File: src/rtl/rv32_uart_tx.sv
// Memory-mapped 8N1 UART transmitter: byte FIFO fed by core stores, serialised on tx_o.
// STATUS/CTRL and BAUD_DIV registers let firmware poll, enable the idle interrupt and set the bit rate.
module rv32_uart_tx #(
  parameter int unsigned FIFO_DEPTH  = 8,
  parameter logic [15:0] DEFAULT_DIV = 16'd868
) (
  input  logic        clk_sys_i,
  input  logic        rst_n_i,
  input  logic        sel_i,
  input  logic [3:0]  addr_i,
  input  logic        we_i,
  input  logic        re_i,
  input  logic [31:0] wdata_i,
  output logic [31:0] rdata_o,
  output logic        tx_o,
  output logic        irq_o
);

  localparam int unsigned PW = $clog2(FIFO_DEPTH);
  localparam int unsigned CW = PW + 1;

  typedef enum logic [1:0] {IDLE, START, DATA, STOP} state_t;

  state_t        state;
  logic [7:0]    mem [FIFO_DEPTH];
  logic [PW-1:0] wr_ptr;
  logic [PW-1:0] rd_ptr;
  logic [CW-1:0] count;
  logic [15:0]   baud_div;
  logic [15:0]   baud_cnt;
  logic [7:0]    shreg;
  logic [2:0]    bit_idx;
  logic          overflow;
  logic          ie;

  logic          wr_txdata, wr_ctrl, wr_baud, rd_en;
  logic          full, empty, busy, bit_done, pop, push_ok;
  logic [31:0]   rd_mux;
  logic          unused_wdata;

  assign wr_txdata = sel_i & we_i & (addr_i == 4'h0);
  assign wr_ctrl   = sel_i & we_i & (addr_i == 4'h4);
  assign wr_baud   = sel_i & we_i & (addr_i == 4'h8);
  assign rd_en     = sel_i & re_i;

  assign full     = (count == CW'(FIFO_DEPTH));
  assign empty    = (count == '0);
  assign busy     = (state != IDLE);
  assign bit_done = (baud_cnt == 16'd0);

  // The FSM pops from IDLE, or at the end of a stop bit for back-to-back frames.
  // A same-cycle pop frees a slot, so a push into a full FIFO is still accepted.
  assign pop     = !empty && ((state == IDLE) || ((state == STOP) && bit_done));
  assign push_ok = wr_txdata && (!full || pop);

  assign unused_wdata = &{1'b0, wdata_i[31:16]};

  always_ff @(posedge clk_sys_i) begin
    if (push_ok) mem[wr_ptr] <= wdata_i[7:0];
  end

  always_ff @(posedge clk_sys_i or negedge rst_n_i) begin
    if (!rst_n_i) begin
      wr_ptr <= '0;
      rd_ptr <= '0;
      count  <= '0;
    end else begin
      if (push_ok) wr_ptr <= wr_ptr + 1'b1;
      if (pop)     rd_ptr <= rd_ptr + 1'b1;
      case ({push_ok, pop})
        2'b10:   count <= count + 1'b1;
        2'b01:   count <= count - 1'b1;
        default: count <= count;
      endcase
    end
  end

  always_ff @(posedge clk_sys_i or negedge rst_n_i) begin
    if (!rst_n_i) begin
      baud_div <= DEFAULT_DIV;
      ie       <= 1'b0;
      overflow <= 1'b0;
    end else begin
      if (wr_baud) baud_div <= (wdata_i[15:0] == 16'd0) ? 16'd1 : wdata_i[15:0];
      if (wr_ctrl) ie <= wdata_i[4];
      // A dropped byte in the same cycle as a clear leaves the flag set.
      if (wr_txdata && full && !pop)   overflow <= 1'b1;
      else if (wr_ctrl && wdata_i[3])  overflow <= 1'b0;
    end
  end

  always_comb begin
    rd_mux = 32'h0;
    case (addr_i)
      4'h4:    rd_mux = {16'h0, 8'(count), 3'b000, ie, overflow, busy, empty, full};
      4'h8:    rd_mux = {16'h0, baud_div};
      default: rd_mux = 32'h0;
    endcase
  end

  always_ff @(posedge clk_sys_i or negedge rst_n_i) begin
    if (!rst_n_i) begin
      rdata_o <= 32'h0;
      irq_o   <= 1'b0;
    end else begin
      if (rd_en) rdata_o <= rd_mux;
      irq_o <= ie & empty & ~busy;
    end
  end

  // tx_o is registered from the current state, so the line trails the FSM by one cycle.
  // baud_div is sampled only on reload, so a mid-frame change lands at the next bit boundary.
  always_ff @(posedge clk_sys_i or negedge rst_n_i) begin
    if (!rst_n_i) begin
      state    <= IDLE;
      baud_cnt <= 16'd0;
      shreg    <= 8'h0;
      bit_idx  <= 3'd0;
      tx_o     <= 1'b1;
    end else begin
      case (state)
        IDLE: begin
          if (!empty) begin
            shreg    <= mem[rd_ptr];
            baud_cnt <= baud_div - 16'd1;
            state    <= START;
          end
        end
        START: begin
          if (bit_done) begin
            baud_cnt <= baud_div - 16'd1;
            bit_idx  <= 3'd0;
            state    <= DATA;
          end else begin
            baud_cnt <= baud_cnt - 16'd1;
          end
        end
        DATA: begin
          if (bit_done) begin
            baud_cnt <= baud_div - 16'd1;
            shreg    <= shreg >> 1;
            if (bit_idx == 3'd7) state <= STOP;
            else                 bit_idx <= bit_idx + 3'd1;
          end else begin
            baud_cnt <= baud_cnt - 16'd1;
          end
        end
        STOP: begin
          if (bit_done) begin
            baud_cnt <= baud_div - 16'd1;
            if (!empty) begin
              shreg <= mem[rd_ptr];
              state <= START;
            end else begin
              state <= IDLE;
            end
          end else begin
            baud_cnt <= baud_cnt - 16'd1;
          end
        end
        default: state <= IDLE;
      endcase

      case (state)
        START:   tx_o <= 1'b0;
        DATA:    tx_o <= shreg[0];
        default: tx_o <= 1'b1;
      endcase
    end
  end

endmodule

File: config.mk
export PLATFORM = sky130hd
export DESIGN_NAME = rv32_uart_tx
export DESIGN_NICKNAME = d
export VERILOG_FILES = /design/src/rtl/rv32_uart_tx.sv
export SDC_FILE = /design/constraint.sdc
export NUM_CORES = 1
export LEC_CHECK = 0
export BUFFER_PORTS_ARGS = -buffer_cell sky130_fd_sc_hd__buf_2
export CORE_MARGIN = 4
export CORE_UTILIZATION = 40
export CTS_BUF_LIST = sky130_fd_sc_hd__clkbuf_8
export DETAILED_ROUTE_END_ITERATION = 8
export GPL_ROUTABILITY_DRIVEN = 1
export PLACE_DENSITY = 0.65
export RECOVER_POWER = 25
export SLEW_MARGIN = 20
export SYNTH_ARGS = -nofsm -noshare
export SYNTH_HDL_FRONTEND = slang
export SYNTH_SLANG_ARGS = --single-unit
File: constraint.sdc
create_clock -name clk_sys_i -period 2.62 [get_ports clk_sys_i]
set_input_delay 0.262 -clock clk_sys_i [delete_from_list [all_inputs] [get_ports clk_sys_i]]
set_output_delay 0.262 -clock clk_sys_i [all_outputs]
set_load 0.005 [all_outputs]
==> results of run 1 <==
==> cells by family (layout without fill, tap and decap cells) <==
kind of cell | after synthesis | in the layout | share of synthesized area [%]
adder cells (fa/ha/maj) | 13 | 13 | 2.42
flip-flops | 139 | 139 | 56.6
other | 1 | 16 | 0.0558
AO/OA/AOI/OAI | 109 | 109 | 10.6
buffers and inverters | 54 | 120 | 4.22
AND/OR/NAND/NOR | 178 | 178 | 13.6
XOR/XNOR | 20 | 20 | 2.60
multiplexers | 44 | 44 | 9.88
==> worst reg2reg max path: stages, from the launching register on <==
cell and delay [ns]:
dfrtp_1 0.39, inv_1 0.13, ha_4 0.15, or4b_1 0.54, nor4_4 0.44, o21ai_1 0.15
a21oi_1 0.22, mux2_2 0.36
==> what timing repair did <==
item | in CTS | in global routing
pin swaps | 0 | 3
hold buffers | 1 | 0
cloned | 0 | 0
hold endpoints to repair | 64 | 0
setup endpoints to repair | 1 | 49
resized for setup | 1 | 7
==> final cells by class <==
class / count / area share (%)
Clock buffer: 19 / 3.38
Clock inverter: 13 / 2.02
Inverter: 13 / 0.630
Multi-Input combinational cell: 380 / 35.6
Sequential cell: 139 / 49.2
Tap cell: 220 / 3.55
Timing Repair Buffer: 75 / 5.70
==> power groups by stage <==
stage | Clock (W) | Combinational (W) | Sequential (W)
floorplan | 0 | 0.00202 | 0.00294
global placement | 0 | 0.00243 | 0.00316
detailed placement | 0 | 0.00251 | 0.00319
CTS | 0.00185 | 0.00252 | 0.00315
global route | 0.00195 | 0.00288 | 0.00323
finish | 0.00182 | 0.00256 | 0.00317
==> synthesized netlist by cell type, types with 4 or more instances <==
library cell and instances:
a21oi_1 15, a22oi_1 10, buf_2 5, buf_4 16, clkbuf_1 15, dfrtp_1 69
dfstp_2 6, edfxtp_1 64, ha_1 13, inv_1 12, mux2_2 19, mux2i_1 9
mux4_2 16, nand2_1 70, nand3_1 10, nand4_1 4, nor2_1 30, nor3_1 20
nor4_1 10, nor4b_1 4, o21ai_0 48, o21ai_1 4, or3_1 4, or4_1 5
xnor2_1 9, xor2_1 11
==> stage by stage <==
step / power [W] / utilization (%) / hold WS (ns) / instance area [µm²]
after global routing: 0.00807 / 46.9 / 0.0394 / 7740
after global placement: 0.00560 / 44.2 / 0.456 / 7300
after detailed placement: 0.00570 / 44.2 / 0.467 / 7300
after floorplan: 0.00497 / - / -0.0336 / 6810
after CTS: 0.00752 / 46.8 / 0.0373 / 7730
final: 0.00754 / 46.9 / 0.0635 / 7740
==> sequential cells by signal, summed over array words and instances, names as in the netlist, 2 cells and up <==
name,cells
baud_cnt,16
shreg,8
count,4
rd_ptr,3
state,2
wr_ptr,3
rdata_o,16
bit_idx,3
mem,64
baud_div,16
==> worst paths after layout <==
kind,endpoint,slack [ns]
min reg2reg,shreg[0],0.48
max,state[1],0.15
max reg2reg,state[1],0.15
max in group asynchronous,count[1],1.47
min,baud_div[15],0.06
min in group asynchronous,baud_cnt[15],0.51
==> placed cells by master (no fill, tap or decap), types with 10 or more instances in the layout <==
cell type | netlist | layout
nand2_1 | 70 | 70
dfrtp_1 | 69 | 69
edfxtp_1 | 64 | 64
o21ai_0 | 48 | 48
buf_2 | 5 | 33
nor2_1 | 30 | 30
buf_4 | 16 | 30
nor3_1 | 20 | 19
mux2_2 | 19 | 19
clkbuf_8 | 0 | 19
mux4_2 | 16 | 16
conb_1 | 1 | 16
a21oi_1 | 15 | 15
ha_1 | 13 | 12
inv_1 | 12 | 11
xor2_1 | 11 | 11
clkbuf_1 | 15 | 11
nand3_1 | 10 | 10
==> metal layers <==
metal  wire (µm)  global-route usage, %  vias up  share of wire [%]
li1            -                      -     2188                  -
met1        6550                   21.9     2335                 44
met2        7300                   26.4      144                 49
met3         769                   4.35       21                5.2
met4         277                   6.21        0                1.9
met5           0                      0        -                  0
==> impl_metrics.yaml, run 1 <==
setup_path:
  crit_required_ns: 2.95
  cp-start-kind: "flip-flop"
  startpoint: "baud_cnt[0]"
  max_stage_delay_ns: 0.54
  path_buf_inv: 1
  reg2reg_from: "baud_cnt[0]"
  critPathCaptureType: "flip-flop"
  reg2regPathDepth: 7
  critical_path_class: "flip-flop to flip-flop"
  slowest_stage: "or4b_1"
  critical_path.cell_chain: "inv_1, ha_4, or4b_1, nor4_4, o21ai_1, a21oi_1, mux2_2"
  path_delay_family: "simple AND/OR/NAND/NOR gates"
  critPathArrivalTime_ns: 2.81
  critPathMaxFanout: 4
  cp_num_cells: 7
cts:
  root_buffer: "clkbuf_8"
  postCtsSetupBuffers: 0
  cts.sinks: 139
  insertion_delay_ns: 0.45
  htree_levels: 4
  cts_buffer_depth: 2
  cts_tree: "done"
  cts_buffers: 17
  clk_pin_slew_ns: 0.08
detailed_routing:
  ant_nets: 0
  drt_iter0_markers: 349
  wl_per_cell_um: 17.3
  wl_mm: 14.9
  vias_per_cell: 5.46
  drc: 0
  drtPass1Iterations: 5
  vias: 4688
global_route:
  grt_start_max_net_pins: 76
  grt_overflow: 0
  grt_pass1_vias: 4713
  antenna_found_initial: 0
  grt_pass1_wl_mm: 24.2
  grt_util_all_layers_pct: 16.6
timing:
  slew_viol_final: 0
  fmaxAchievable_mhz: 404
  skew_ns: 0.0108
  relSlewSlack_pct: 34.4
  setup_viol: 0
  min_period_over_period_pct: 94.5
  tns_ns: 0
  setup_ws_ns: 0.145
  worst_pin_slew_ns: 0.984
  grt_setup_unrepaired: "false"
  final.min_clock_period_ns: 2.47
  hold_violations: 0
logic_synthesis:
  synth-seq-cells: 139
  synth_edf_count: 64
  synth.largest_area_cell: "edfxtp_1"
  syn-cell-area_mm2: 0.00673
  synth_top_area_share_pct: 28.6
  synthFlopType: "dfrtp_1"
  syn_avg_cell_area_um2: 12.1
  ys_async_sr_fraction_pct: 54.0
  synth_cell_type_count: 65
  ys_warn_count: 0
  synth_cells: 558
  synth.area.top_cells: "edfxtp_1 (29%), dfrtp_1 (26%), mux4_2 (5.4%), nand2_1 (3.9%), o21ai_0 (3.6%)"
  yosysSeqAreaShare_pct: 56.6
layout:
  diodes: 0
  area_growth_pct: 15.1
  finalNonFillerCells: 859
  layout.nets: 680
  drive_gt1_share_pct: 24.6
  fillers: 1457
  regArea_mm2: 0.00381
  multiInputGateArea_mm2: 0.00275
run_status:
  status: "finished, final reports clean"
pwr:
  p_sw_share_pct: 36.6
  peakVddDrop_mv: 0.441
  p_switching_w: 0.00276
  p_clk_share_pct: 24.1
  powerDensity_mw_per_mm2: 974
  seq_power_share_pct: 42.0
  p_int_w: 0.00478
  combPwrFrac_pct: 33.9
  p_leak_nw: 3.08
floorplanning:
  num_rows: 47
  core_area_mm2: 0.0165
  io_pins: 75
  dieArea_mm2: 0.0190
  start_util_pct: 40.7
  die_x_um: 138
  dieHeight_um: 138
place:
  pre_cts_slack_ns: 0.0598
  dp.cells: 826
  numPortBuffers: 42
  routabilityCongestion: 0.868
  place_hpwl_mm: 10.5
min_path:
  min_path_type: "input pin to flip-flop"
  hold_depth: 2
  hold_start: "wdata_i[15]"
run:
  timing.max_cap.violations: 0
No activity file was read; power rests on OpenSTA's default activity.
==> run 2: changes to the inputs <==
--- a/config.mk
+++ b/config.mk
@@ -6,13 +6,14 @@
 export NUM_CORES = 1
 export LEC_CHECK = 0
 export BUFFER_PORTS_ARGS = -buffer_cell sky130_fd_sc_hd__buf_2
-export CORE_MARGIN = 4
+export CORE_MARGIN = 2
 export CORE_UTILIZATION = 40
 export CTS_BUF_LIST = sky130_fd_sc_hd__clkbuf_8
 export DETAILED_ROUTE_END_ITERATION = 8
 export GPL_ROUTABILITY_DRIVEN = 1
 export PLACE_DENSITY = 0.65
 export RECOVER_POWER = 25
+export REMOVE_ABC_BUFFERS = 1
 export SLEW_MARGIN = 20
 export SYNTH_ARGS = -nofsm -noshare
 export SYNTH_HDL_FRONTEND = slang
==> impl_metrics.yaml, run 2 (synthesis results as in run 1) <==
detailed_routing:
  drtPass1Iterations: 5
  wl_mm: 14.9
  vias_per_cell: 5.40
  vias: 4651
  wl_per_cell_um: 17.3
  drt_iter0_markers: 284
  ant_nets: 0
  drc: 0
timing:
  min_period_over_period_pct: 95.3
  final.min_clock_period_ns: 2.50
  slew_viol_final: 76
  setup_viol: 0
  skew_ns: 0.0142
  timing.hold.ws_ns: 0.0600
  hold_violations: 0
  setup_ws_ns: 0.124
  worst_pin_slew_ns: 1.87
  relSlewSlack_pct: -24.4
  fmaxAchievable_mhz: 401
layout:
  area_growth_pct: 15.2
  fillers: 1459
  fin_area_mm2: 0.00775
  diodes: 0
  final_cell_mix: "nand2_1 (70), dfrtp_1 (69), edfxtp_1 (64)"
  regArea_mm2: 0.00381
  post-route-util_pct: 46.9
  multiInputGateArea_mm2: 0.00273
  finalNonFillerCells: 862
  final_common_cell: "nand2_1"
  largest_reg_flops: 64
  drive_gt1_share_pct: 24.1
  layout.nets: 683
  regMostFlops: "mem"
setup_path:
  path_delay_family: "simple AND/OR/NAND/NOR gates"
  critPathArrivalTime_ns: 2.83
  critical_path_class: "flip-flop to flip-flop"
  reg2regPathDepth: 5
  max_stage_delay_ns: 0.67
  startpoint: "baud_cnt[2]"
  path_buf_inv: 0
  critPathCaptureType: "flip-flop"
  reg2reg_from: "baud_cnt[2]"
  crit_required_ns: 2.96
  cp-start-kind: "flip-flop"
  critPathMaxFanout: 7
  cp_num_cells: 5
  critical_path.cell_chain: "or4_1, nor4_4, o21ai_1, a21oi_1, mux2_2"
  slowest_stage: "or4_1"
cts:
  cts_buffers: 17
  cts.sinks: 139
  htree_levels: 4
  clk_pin_slew_ns: 0.09
  root_buffer: "clkbuf_8"
  cts_tree: "done"
  insertion_delay_ns: 0.46
  cts_buffer_depth: 2
global_route:
  grt_util_all_layers_pct: 17.6
  grt_overflow: 0
  antenna_found_initial: 0
  grt_pass1_vias: 4593
  grt_start_max_net_pins: 76
  grt_pass1_wl_mm: 24.2
floorplanning:
  num_rows: 47
  core_area_mm2: 0.0165
  io_pins: 75
  start_util_pct: 40.7
  die_x_um: 134
  dieArea_mm2: 0.0179
  dieHeight_um: 134
pwr:
  peakVddDrop_mv: 0.640
  powerDensity_mw_per_mm2: 984
  p_leak_nw: 3.10
min_path:
  hold_depth: 2
  min_path_type: "input pin to flip-flop"
  hold_start: "wdata_i[10]"
place:
  pre_cts_slack_ns: -0.118
  place_hpwl_mm: 10.3
  routabilityCongestion: 0.887
  numPortBuffers: 42
  dp.cells: 828
  place_area_mm2: 0.00729
run:
  timing.max_cap.violations: 1
run_status:
  status: "finished with violations"
  violations: "max-capacitance violations, max-slew violations"
[run 2: cell count changes in the layout (fill, tap and decap cells not counted), sizes merged]
| cell | change |
|---|---|
| bufinv | +1 |
| inv | +1 |
| clkbuf | -1 |
| buf | +2 |
[run 2: area by class of cell]
| class | instances | area share [%] |
|---|---|---|
| Clock buffer | 17 | 3.02 |
| Clock inverter | 15 | 2.44 |
| Multi-Input combinational cell | 380 | 35.3 |
| Tap cell | 220 | 3.55 |
| Timing Repair Buffer | 78 | 5.96 |
| Inverter | 13 | 0.630 |
| Sequential cell | 139 | 49.1 |
[run 2: metal layers]
metal / GRT usage, % / share of wire, %
met4: 6.21 / 1.4
met3: 4.38 / 5.3
met2: 28.2 / 50
met1: 23.4 / 44
met5: 0 / 0
[run 2: power by group]
part / internal (W) / leakage [nW] / switching (W) / total (W)
Combinational: 0.00123 / 1.37 / 0.00138 / 0.00261
Sequential: 0.00264 / 1.52 / 0.000517 / 0.00316
Clock: 0.000960 / 0.212 / 0.000891 / 0.00185
Total: 0.00484 / 3.10 / 0.00278 / 0.00762
[run 2: stage by stage]
stage / power, W / TNS [ns]
after floorplan: 0.00483 / -5.95
after global placement: 0.00558 / 0
after detailed placement: 0.00570 / -0.118
after CTS: 0.00759 / 0
after global routing: 0.00810 / -0.0140
final: 0.00762 / 0
[run 2: worst paths after layout]
kind / to / slack (ns)
worst max register to register: state[1] / 0.12
min in group asynchronous: baud_cnt[3] / 0.86
worst min register to register: rdata_o[14] / 0.48
worst max-delay path: state[1] / 0.12
worst min-delay path: baud_div[10] / 0.06
max in group asynchronous: count[2] / 0.66
[run 2: what timing repair did]
item,CTS,global route
setup buffers,0,1
pin swaps,0,3
gates resized for setup,3,4
endpoints found under the setup margin,1,22
endpoints found under the hold margin,69,0
hold buffers,1,0
==> run 3: changes to the inputs <==
==> constraint.sdc (replaced) <==
create_clock -name clk_sys_i -period 2.62 [get_ports clk_sys_i]
set_input_delay 0.393 -clock clk_sys_i [delete_from_list [all_inputs] [get_ports clk_sys_i]]
set_output_delay 0.393 -clock clk_sys_i [all_outputs]
set_load 0.005 [all_outputs]
==> impl_metrics.yaml, run 3 (synthesis results as in run 1) <==
layout:
  fillers: 1478
  post-route-util_pct: 47.1
  drive_gt1_share_pct: 25.3
  regMostFlops: "mem"
  final_cell_mix: "nand2_1 (70), dfrtp_1 (69), edfxtp_1 (64)"
  final_common_cell: "nand2_1"
  largest_reg_flops: 64
  diodes: 0
  area_growth_pct: 15.6
  regArea_mm2: 0.00381
  multiInputGateArea_mm2: 0.00275
  layout.nets: 688
  fin_area_mm2: 0.00778
floorplanning:
  io_pins: 75
  die_x_um: 134
  num_rows: 47
  core_area_mm2: 0.0165
  start_util_pct: 40.7
  dieHeight_um: 134
  dieArea_mm2: 0.0179
global_route:
  antenna_found_initial: 0
  grt_pass1_vias: 4475
  grt_start_max_net_pins: 76
  grt_overflow: 0
  grt_pass1_wl_mm: 23.5
  grt_util_all_layers_pct: 17.2
place:
  numPortBuffers: 42
  place_area_mm2: 0.00734
  routabilityCongestion: 0.946
  pre_cts_slack_ns: -0.183
  place_hpwl_mm: 10.4
detailed_routing:
  ant_nets: 0
  vias_per_cell: 5.39
  met1_length_mm: 6.58
  vias: 4674
  drtPass1Iterations: 4
  top_layer: "met4"
  wl_mm: 14.8
  wl_met2_mm: 7.34
  wl_per_cell_um: 17.0
  drc: 0
  met3_length_um: 591
  drt_iter0_markers: 285
timing:
  worst_pin_slew_ns: 1.90
  min_period_over_period_pct: 94.8
  setup_ws_ns: 0.136
  skew_ns: 0.0124
  fmaxAchievable_mhz: 403
  hold_violations: 0
  slew_viol_final: 76
  timing.hold.ws_ns: 0.187
  relSlewSlack_pct: -26.6
  setup_viol: 0
  final.min_clock_period_ns: 2.48
cts:
  cts_buffer_depth: 2
  htree_levels: 4
  clk_pin_slew_ns: 0.08
  cts_buffers: 17
  ctsHoldBuffers: 0
  root_buffer: "clkbuf_8"
  cts.sinks: 139
  insertion_delay_ns: 0.46
  cts_tree: "done"
run:
  timing.max_cap.violations: 1
setup_path:
  critical_path_class: "flip-flop to flip-flop"
  cp-start-kind: "flip-flop"
  critical_path.cell_chain: "inv_1, ha_2, nor4b_4, a41oi_2, nor3_2, xor2_1, ha_1, mux2_2, a22oi_1, nand2_1"
  slowest_stage: "dfrtp_1"
  critPathArrivalTime_ns: 2.83
  max_stage_delay_ns: 0.38
  critPathMaxFanout: 2
  critPathCaptureType: "flip-flop"
  crit_required_ns: 2.96
pwr:
  power_w: 0.00751
  powerDensity_mw_per_mm2: 966
  p_leak_nw: 3.11
  peakVddDrop_mv: 0.391
min_path:
  min_path_type: "input pin to flip-flop"
run_status:
  violations: "max-capacitance violations, max-slew violations"
  status: "finished with violations"
-- run 3: per-layer routing --
layer | GRT usage [%] | up-vias
li1 | - | 2204
met1 | 22.6 | 2326
met2 | 27.9 | 120
met3 | 3.69 | 24
met4 | 6.86 | 0
met5 | 0 | -
-- run 3: layout make-up --
class                           count  area share [%]
Clock inverter                     13            1.67
Timing Repair Buffer               83            6.53
Inverter                           13           0.627
Tap cell                          220            3.54
Sequential cell                   139            48.9
Clock buffer                       19            3.36
Multi-Input combinational cell    380            35.3
-- run 3: what timing repair did --
action                     4_1_cts  5_1_grt
setup buffers                    0        1
pin swaps                        0        4
gates resized for setup          2        7
setup endpoints to repair       18       72
-- run 3: report_power, final --
part	switching, W	internal (W)
clock	0.000820	0.000886
sequential	0.000491	0.00265
combinational	0.00139	0.00128
total	0.00270	0.00481
-- run 3: path summary, 6_finish.rpt --
path / start / endpoint / slack, ns / cells past startpoint
setup / recovery: baud_cnt[1] / count[1] / 0.14 / 10
hold / removal: wdata_i[11] / baud_div[11] / 0.19 / 2
setup reg to reg: baud_cnt[1] / count[1] / 0.14 / 10
hold reg to reg: shreg[4] / shreg[4] / 0.48 / 2
max in group asynchronous: rst_n_i / shreg[4] / 1.03 / 1
min in group asynchronous: rst_n_i / baud_cnt[6] / 0.43 / 1
-- run 3: stage by stage --
| step | setup TNS, ns | instances |
|---|---|---|
| after floorplan | -5.95 | 532 |
| after detailed placement | -0.556 | 834 |
| after CTS | 0 | 866 |
| final | 0 | 867 |
| after global placement | 0 | 834 |
| after global routing | -0.0286 | 867 |
-- run 3: worst max-delay path, delay by kind of cell, from the launching register on --
| kind | cells | cell delay (ns) |
|---|---|---|
| mux | 1 | 0.27 |
| buf+inv | 1 | 0.08 |
| fa+ha+maj | 2 | 0.44 |
| compound gates | 2 | 0.42 |
| xor+xnor | 1 | 0.18 |
| flops | 1 | 0.38 |
| simple gates | 3 | 0.59 |
